--- config.mk ---
export PLATFORM = sky130hd
export DESIGN_NAME = bus_main_arbiter
export DESIGN_NICKNAME = d
export VERILOG_FILES = /design/src/rtl/bus_main_arbiter.sv
export SDC_FILE = /design/constraint.sdc
export NUM_CORES = 1
export LEC_CHECK = 0
export ABC_AREA = 1
export CAP_MARGIN = 20
export CORE_AREA = 2 2 42 44
export CTS_CLUSTER_DIAMETER = 60
export DETAILED_ROUTE_END_ITERATION = 12
export DIE_AREA = 0 0 44 46
export DONT_BUFFER_PORTS = 1
export PLACE_DENSITY = 0.78
export SLEW_MARGIN = 15
export SYNTH_ARGS = -nofsm -noshare
export SYNTH_HDL_FRONTEND = slang
export SYNTH_SLANG_ARGS = --single-unit
--- constraint.sdc ---
create_clock -name clk_core -period 2.65 [get_ports clk_core]
set_input_delay 0 -clock clk_core [delete_from_list [all_inputs] [get_ports clk_core]]
set_output_delay 0 -clock clk_core [all_outputs]
set_load 0.01 [all_outputs]
--- src/rtl/bus_main_arbiter.sv ---
// ---------------------------------------------------------------------------
// bus_main_arbiter
//
// Shares the single main-bus slave port between fetch1 (instruction-cache
// line fills, read-only) and memory1 (data-side reads and 4-beat line
// writes). One master owns the bus per transaction; the grant is held until
// the last read beat, the fourth write beat, or an acknowledged error.
//
// Optional feature macro: BMAIN_ARB_RR_EN
//   defined   : round-robin on a tie, using a registered last-owner bit
//               (resets to memory1, so fetch1 wins the first tie).
//   undefined : fixed priority, memory1 over fetch1. memory1 carries the
//               page-table reads issued on behalf of fetch1, so starving it
//               would stall fetch1 itself.
//
// Ports
//   clk_core, reset_n              core clock, synchronous active-low reset
//   fe1_*  / bmain_*_fe1           fetch1 command/read/error handshakes
//   mem1_* / bmain_*_mem1          memory1 command/write/read/error handshakes
//   bmain_* / bslv_*               slave-side command/write/read/error
//   Read data, rlast and write data are wired outside this block.
//
// Handshake rule: a transfer happens in a cycle where valid and ready are
// both high. A master holds valid and its payload stable until ready; ready
// may depend combinationally on valid. Errors complete on error & eack.
//
// FSM state is one-hot {idle, cmd, rdata, wdata}; the state vector is named
// 'state' so checkers can bind to it directly.
// ---------------------------------------------------------------------------
module bus_main_arbiter (
  input  logic        clk_core,
  input  logic        reset_n,
  // fetch1
  input  logic        fe1_cvalid,
  input  logic [26:0] fe1_addr,
  output logic        bmain_cready_fe1,
  input  logic        fe1_rready,
  output logic        bmain_rvalid_fe1,
  output logic        bmain_error_fe1,
  input  logic        fe1_eack,
  // memory1
  input  logic        mem1_cvalid,
  input  logic        mem1_cmd,
  input  logic [26:0] mem1_addr,
  output logic        bmain_cready_mem1,
  input  logic        mem1_wvalid,
  output logic        bmain_wready_mem1,
  input  logic        mem1_rready,
  output logic        bmain_rvalid_mem1,
  output logic        bmain_error_mem1,
  input  logic        mem1_eack,
  // slave side
  output logic        bmain_cvalid,
  input  logic        bslv_cready,
  output logic        bmain_cmd,
  output logic [26:0] bmain_addr,
  output logic        bmain_wvalid,
  input  logic        bslv_wready,
  input  logic        bslv_rvalid,
  output logic        bmain_rready,
  input  logic        bslv_rlast,
  input  logic        bslv_error,
  output logic        bmain_eack
);

  localparam logic [3:0] ST_IDLE  = 4'b0001;
  localparam logic [3:0] ST_CMD   = 4'b0010;
  localparam logic [3:0] ST_RDATA = 4'b0100;
  localparam logic [3:0] ST_WDATA = 4'b1000;

  logic [3:0] state, state_nxt;
  logic       owner_mem1, owner_nxt;   // 1 = memory1 owns the bus
  logic [1:0] wcnt, wcnt_nxt;          // write beats accepted so far
  logic       sel_mem1;                // arbitration result in idle
  logic       any_req;
  logic       cmd_hs, rd_hs, wr_hs, err_done;

  assign any_req = fe1_cvalid | mem1_cvalid;

`ifdef BMAIN_ARB_RR_EN
  logic last_mem1;

  // On a tie the master that did not win last time is chosen.
  always_comb begin
    sel_mem1 = mem1_cvalid;
    if (fe1_cvalid && mem1_cvalid) sel_mem1 = ~last_mem1;
  end

  always_ff @(posedge clk_core) begin
    if (!reset_n)                       last_mem1 <= 1'b1;
    else if (state == ST_IDLE && any_req) last_mem1 <= sel_mem1;
  end
`else
  assign sel_mem1 = mem1_cvalid;
`endif

  // Handshakes are taken from the routed outputs so they match what the
  // slave and the owner actually see.
  assign cmd_hs   = bmain_cvalid & bslv_cready;
  assign rd_hs    = (state == ST_RDATA) & bslv_rvalid & bmain_rready;
  assign wr_hs    = (state == ST_WDATA) & mem1_wvalid & bslv_wready;
  assign err_done = bslv_error & bmain_eack;   // eack is 0 in idle

  // State register
  always_ff @(posedge clk_core) begin
    if (!reset_n) begin
      state      <= ST_IDLE;
      owner_mem1 <= 1'b0;
      wcnt       <= 2'd0;
    end else begin
      state      <= state_nxt;
      owner_mem1 <= owner_nxt;
      wcnt       <= wcnt_nxt;
    end
  end

  // Next-state logic
  always_comb begin
    state_nxt = state;
    owner_nxt = owner_mem1;
    wcnt_nxt  = wcnt;
    if (err_done) begin
      state_nxt = ST_IDLE;
      wcnt_nxt  = 2'd0;
    end else begin
      case (state)
        ST_IDLE: begin
          if (any_req) begin
            state_nxt = ST_CMD;
            owner_nxt = sel_mem1;
          end
        end
        ST_CMD: begin
          if (cmd_hs) begin
            state_nxt = bmain_cmd ? ST_RDATA : ST_WDATA;
            wcnt_nxt  = 2'd0;
          end
        end
        ST_RDATA: begin
          if (rd_hs && bslv_rlast) state_nxt = ST_IDLE;
        end
        ST_WDATA: begin
          if (wr_hs) begin
            wcnt_nxt = wcnt + 2'd1;
            if (wcnt == 2'd3) state_nxt = ST_IDLE;  // fixed 4-beat line
          end
        end
        default: begin
          state_nxt = ST_IDLE;
          wcnt_nxt  = 2'd0;
        end
      endcase
    end
  end

  // Output routing, purely from registered state and owner
  always_comb begin
    bmain_cready_fe1  = 1'b0;
    bmain_rvalid_fe1  = 1'b0;
    bmain_error_fe1   = 1'b0;
    bmain_cready_mem1 = 1'b0;
    bmain_wready_mem1 = 1'b0;
    bmain_rvalid_mem1 = 1'b0;
    bmain_error_mem1  = 1'b0;
    bmain_cvalid      = 1'b0;
    bmain_cmd         = 1'b0;
    bmain_addr        = 27'd0;
    bmain_wvalid      = 1'b0;
    bmain_rready      = 1'b0;
    bmain_eack        = 1'b0;

    if (state != ST_IDLE) begin
      if (owner_mem1) begin
        bmain_error_mem1 = bslv_error;
        bmain_eack       = mem1_eack;
      end else begin
        bmain_error_fe1  = bslv_error;
        bmain_eack       = fe1_eack;
      end
    end

    case (state)
      ST_CMD: begin
        if (owner_mem1) begin
          bmain_cvalid      = mem1_cvalid;
          bmain_cmd         = mem1_cmd;
          bmain_addr        = mem1_addr;
          bmain_cready_mem1 = bslv_cready;
        end else begin
          bmain_cvalid      = fe1_cvalid;
          bmain_cmd         = 1'b1;        // fetch1 only reads
          bmain_addr        = fe1_addr;
          bmain_cready_fe1  = bslv_cready;
        end
      end
      ST_RDATA: begin
        if (owner_mem1) begin
          bmain_rready      = mem1_rready;
          bmain_rvalid_mem1 = bslv_rvalid;
        end else begin
          bmain_rready      = fe1_rready;
          bmain_rvalid_fe1  = bslv_rvalid;
        end
      end
      ST_WDATA: begin
        // Only memory1 can reach wdata.
        bmain_wvalid      = mem1_wvalid;
        bmain_wready_mem1 = bslv_wready;
      end
      default: ;
    endcase
  end

endmodule

* Word level (Yosys, flattened, before mapping) *
Index checks and enable logic that the tools add are counted.

word-level totals
  logic and storage cells = 65
  output and inout bits = 39
  bits in registers = 7

operators by class
  $add $sub $neg = 1
  bitwise logic cells = 10
  reductions and logical operators = 6
  muxes and demuxes = 34
  equal/unequal tests = 11

operators with widths
  kind                   count
  $mux W27               2
  $mux W4                6
  $mux W1                22
  $pmux W4 S4            1
  $and A1 B1 Y1          6
  $ne A2 B2 Y1 const B   3
  $pmux W2 S3            1
  $reduce_and A3 Y1      2
  $reduce_and A5 Y1      1
  $eq A4 B1 Y1 const B   1
  $eq A4 B2 Y1 const B   1
  $eq A4 B3 Y1 const B   1
  $eq A4 B4 Y1 const B   1
  $mux W2                2
  $ne A2 B1 Y1 const B   2
  $ne A4 B1 Y1 const B   1
  $reduce_or A2 Y1       2
  $not A1 Y1             3
  $add A2 B1 Y2 const B  1
  $eq A2 B2 Y1 const B   1
  $logic_and A1 B1 Y1    1
  $or A1 B1 Y1           1

* Depth between registers and ports, before layout *
  depth in word-level cells = 6
  gate-level depth with buffers = 10
  mapped depth without buffers = 9

* Least setup slack after synthesis *
No wires, ideal clock.

  path type = register to register
  start point = register state[3]
  end point = register state[0]
  library setup time = 0.115 ns
  arrival time = 1.012 ns
  stages on the path, launching flop included = 8
  path slack = 1.523 ns
  data required time = 2.535 ns
  path buffers = 0
  cell sequence = dfxtp_1 > nor2_2 > nand2_2 > and2_4 > nand2_2 > nand2_2 > a21oi_1 > nand2_1

on the way
  elaborated cells on any way between the ends = 23
  those cells by class = eq/ne: 10; mux: 4; bitwise: 6; reduce/logical: 3

RTL lines
  element                            RTL line  source
  start: declaration                 71        logic [3:0] state, state_nxt;
  start signal: assignment           111       state <= state_nxt;
  $ne A4 B1 Y1                       172       if (state != ST_IDLE) begin
  $mux W1                            172
  named net bmain_eack               63        output logic bmain_eack
  $and A1 B1 Y1                      102       assign err_done = bslv_error & bmain_eack;
  $reduce_or A2 Y1 (no source line)  --

The timed path passes the listed nets, and every way through them passes these cells.
A chain may end at the register's enable or synchronous reset.

* Worst setup path after layout *
  start point = register owner_mem1
  end point = register state[0]

on the way
  elaborated cells on any way between the ends = 14
  those cells by class = eq/ne: 2; mux: 6; bitwise: 3; reduce/logical: 3

RTL lines
  element                            RTL line  source
  start: declaration                 72        logic owner_mem1, owner_nxt;
  start signal: assignment           112       owner_mem1 <= owner_nxt;
  $mux W1                            173       if (owner_mem1) begin
  $mux W1                            172
  named net bmain_eack               63
  $and A1 B1 Y1                      102
  $reduce_or A2 Y1 (no source line)  --

The timed path passes the listed nets, and every way through them passes these cells.

==> reports/qor.txt <==
Synth Cell Area = 998.5 um2
Clock tree buffer depth = 2
Commonest non-fill, non-tap cell in the layout = nand2_1
Max-slew headroom = 0.6057
Die area = 2024 um2
Worst r2r path cells = 9
Clk slew on worst S/H paths = 0.06 ns
DRT antenna net count = 0
WP buf/inv = 2
Synth unique cells = 22
Slew Limit Fails = 0
CTS sink count = 7
Clk_skew = 0.01194 ns
Initial Util = 0.6186
Post_cts resized = 0
Clock Tree Root = clkbuf_4
Die span in x = 44 um
Share of cells above drive strength 1 = 0.1106
Final setup vio count = 0
Most frequent cells in the layout = nand2_1, a21oi_1, nor2_1, inv_1
Final Cycle Share = 0.8794
Max-cap violations = 0
Cell taking the most area after synthesis = nand2_1
Synth Net Count = 271
Yosys warning total = 0
Outcome = completed
Antenna violations before repair = 0
Vias in the first global route = 895
Core Rows = 15
Peak supply drop = 0.0007709 V
Top cell type's share of synthesized area = 0.2932
Core ar. = 1614 um2
Highest clock rate = 429.1 MHz
CP max FO = 35
Final net count = 270
FF-to-FF End = state[0]
Post-DR wirelength/cell = 12.48 um
Critical Path Max Stage Delay = 0.69 ns
Via density = 5.620
TritonCTS clock tree = built
CP Launch Type = flip-flop
Iteration-0 DRC Markers = 27
Worst Path Arrival = 2.48 ns
Final worst path period need = 2.330 ns
Leakage = 0.5387 nW
Post-Syn Instances = 201
CP max stage cell = dfxtp_1
Seq/Total Area, Yosys = 0.1404
Non-filler cells, final = 216
Cts bufs inserted = 3
Residual DRC = 0
Postcts setup bufs = 0
Worst hold endpoint = state[3]
CP Class = flip-flop to flip-flop
Area contributors post-synth = nand2_1, a21oi_1, dfxtp_1
Least-Margin Pin Slew = 0.5907 ns
Pre-antenna DRT Iters = 4
Syn Area/Cell = 4.967 um2
Crit-path leading delay family = buffers and inverters
Reg-to-reg setup timing slack = 0.32 ns
Critical path endpoint category = flip-flop
Grt ovf = 0
Number of port buffers = 0
Crit-path cells = inv_4 > nor2_1 > nor2_1 > and2_4 > nand2_2 > nand2_2 > dlygate4sd3_1 > a21oi_1 > nand2_1
H-tree Lvls = 1
Worst min path class = input pin to flip-flop
Routability cong. = 0.8718
RSZ-0062 raised after global routing = no
Area Growth Syn to Fin = 3.759%
Vias = 1214
WHS Path Cells = 5
Skew-Pair Late Insertion Delay = 0.25 ns
First-pass GRT wire length = 3.622 mm
Antenna fix cells = 0
Post-cts hold buffer count = 3
Die Height = 46 um
Final hold viol count = 0
Hold_sp = mem1_cmd
Setup TNS Final = 0 ns
Inst Count DP = 209
All-layer global routing usage = 0.2360
Filler cell count = 154
Worst r2r src = owner_mem1
Dpl hpwl = 2.110 mm
Power per standard cell area = 867.7 nW/um2
#FFs+latches synth = 7
CP Data Required Time = 2.80 ns
Largest net degree at the start of global routing = 36
# IOs = 108
Post-Route WL = 2.695 mm
worst max-delay path by stage:
stage	start	endpoint	cells after the start
after floorplan	state[3]	state[0]	7
after global placement	owner_mem1	state[0]	8
after detailed placement	owner_mem1	state[0]	8
after CTS	owner_mem1	state[0]	9
after global routing	owner_mem1	state[0]	9
final	owner_mem1	state[0]	9
layer usage:
metal,global-route usage,routed length [um]
met4,0.1091,21
met5,0,0
met2,0.4029,1361
met1,0.2901,1105
met3,0.03571,207
final cells by class:
cell class	instances	area (um2)	area share
timing repair buffer	4	37.54	0.03623
clock inverter	1	5.005	0.004831
tap	17	21.27	0.02053
sequential	7	140.1	0.1353
clock buffer	3	22.52	0.02174
inverter	21	81.33	0.07850
multi-input combinational	163	728.2	0.7029
state kept, by name, indices dropped and copies added, names as in the netlist:
signal      count
state           4
wcnt            2
owner_mem1      1
report_power, final:
part           total, mW  internal [mW]  switching [mW]
Combinational      0.604          0.185           0.419
Clock             0.0961         0.0552          0.0409
Sequential         0.199          0.146          0.0527
Total              0.899          0.386           0.513
stage by stage:
step	power, mW	hold WS [ns]	utilization	setup WS [ns]	instance area (um2)
finish	0.8989	0.01378	0.6419	0.3196	1036
global route	1.003	0.01665	0.6419	0.1622	1036
CTS	0.8912	0.009154	0.6419	0.3709	1036
detailed placement	0.7864	0.09231	0.6062	0.9101	978.4
global placement	0.7598	0.09153	0.6062	0.9974	978.4
floorplan	0.7117	0.08713	-	1.523	998.5
kinds of logic after synthesis:
family,Yosys count,share of synthesized area
buffers and inverters,31,0.1303
flip-flops,7,0.1403
AND/OR/NAND/NOR,128,0.5439
AO/OA/AOI/OAI,34,0.1729
adder cells (fa/ha/maj),1,0.01253
synthesized netlist by cell type:
cell type,instances
a21boi_0,1
a21oi_1,31
and2_4,1
buf_2,3
buf_6,1
clkbuf_1,6
dfxtp_1,7
ha_1,1
inv_1,17
inv_2,3
inv_4,1
nand2_1,78
nand2_2,7
nand3_1,7
nand3_2,1
nand4_1,1
nor2_1,24
nor2_2,3
nor2_4,1
nor3_1,4
o21ai_0,2
or2_1,1
worst register-to-register path: cells and delay by family (launching register included):
family / cells / cell delay, ns
flops: 1 / 0.69
buf+inv: 2 / 0.85
simple gates: 6 / 0.54
compound gates: 1 / 0.13
(Power assumes the default switching activity.)
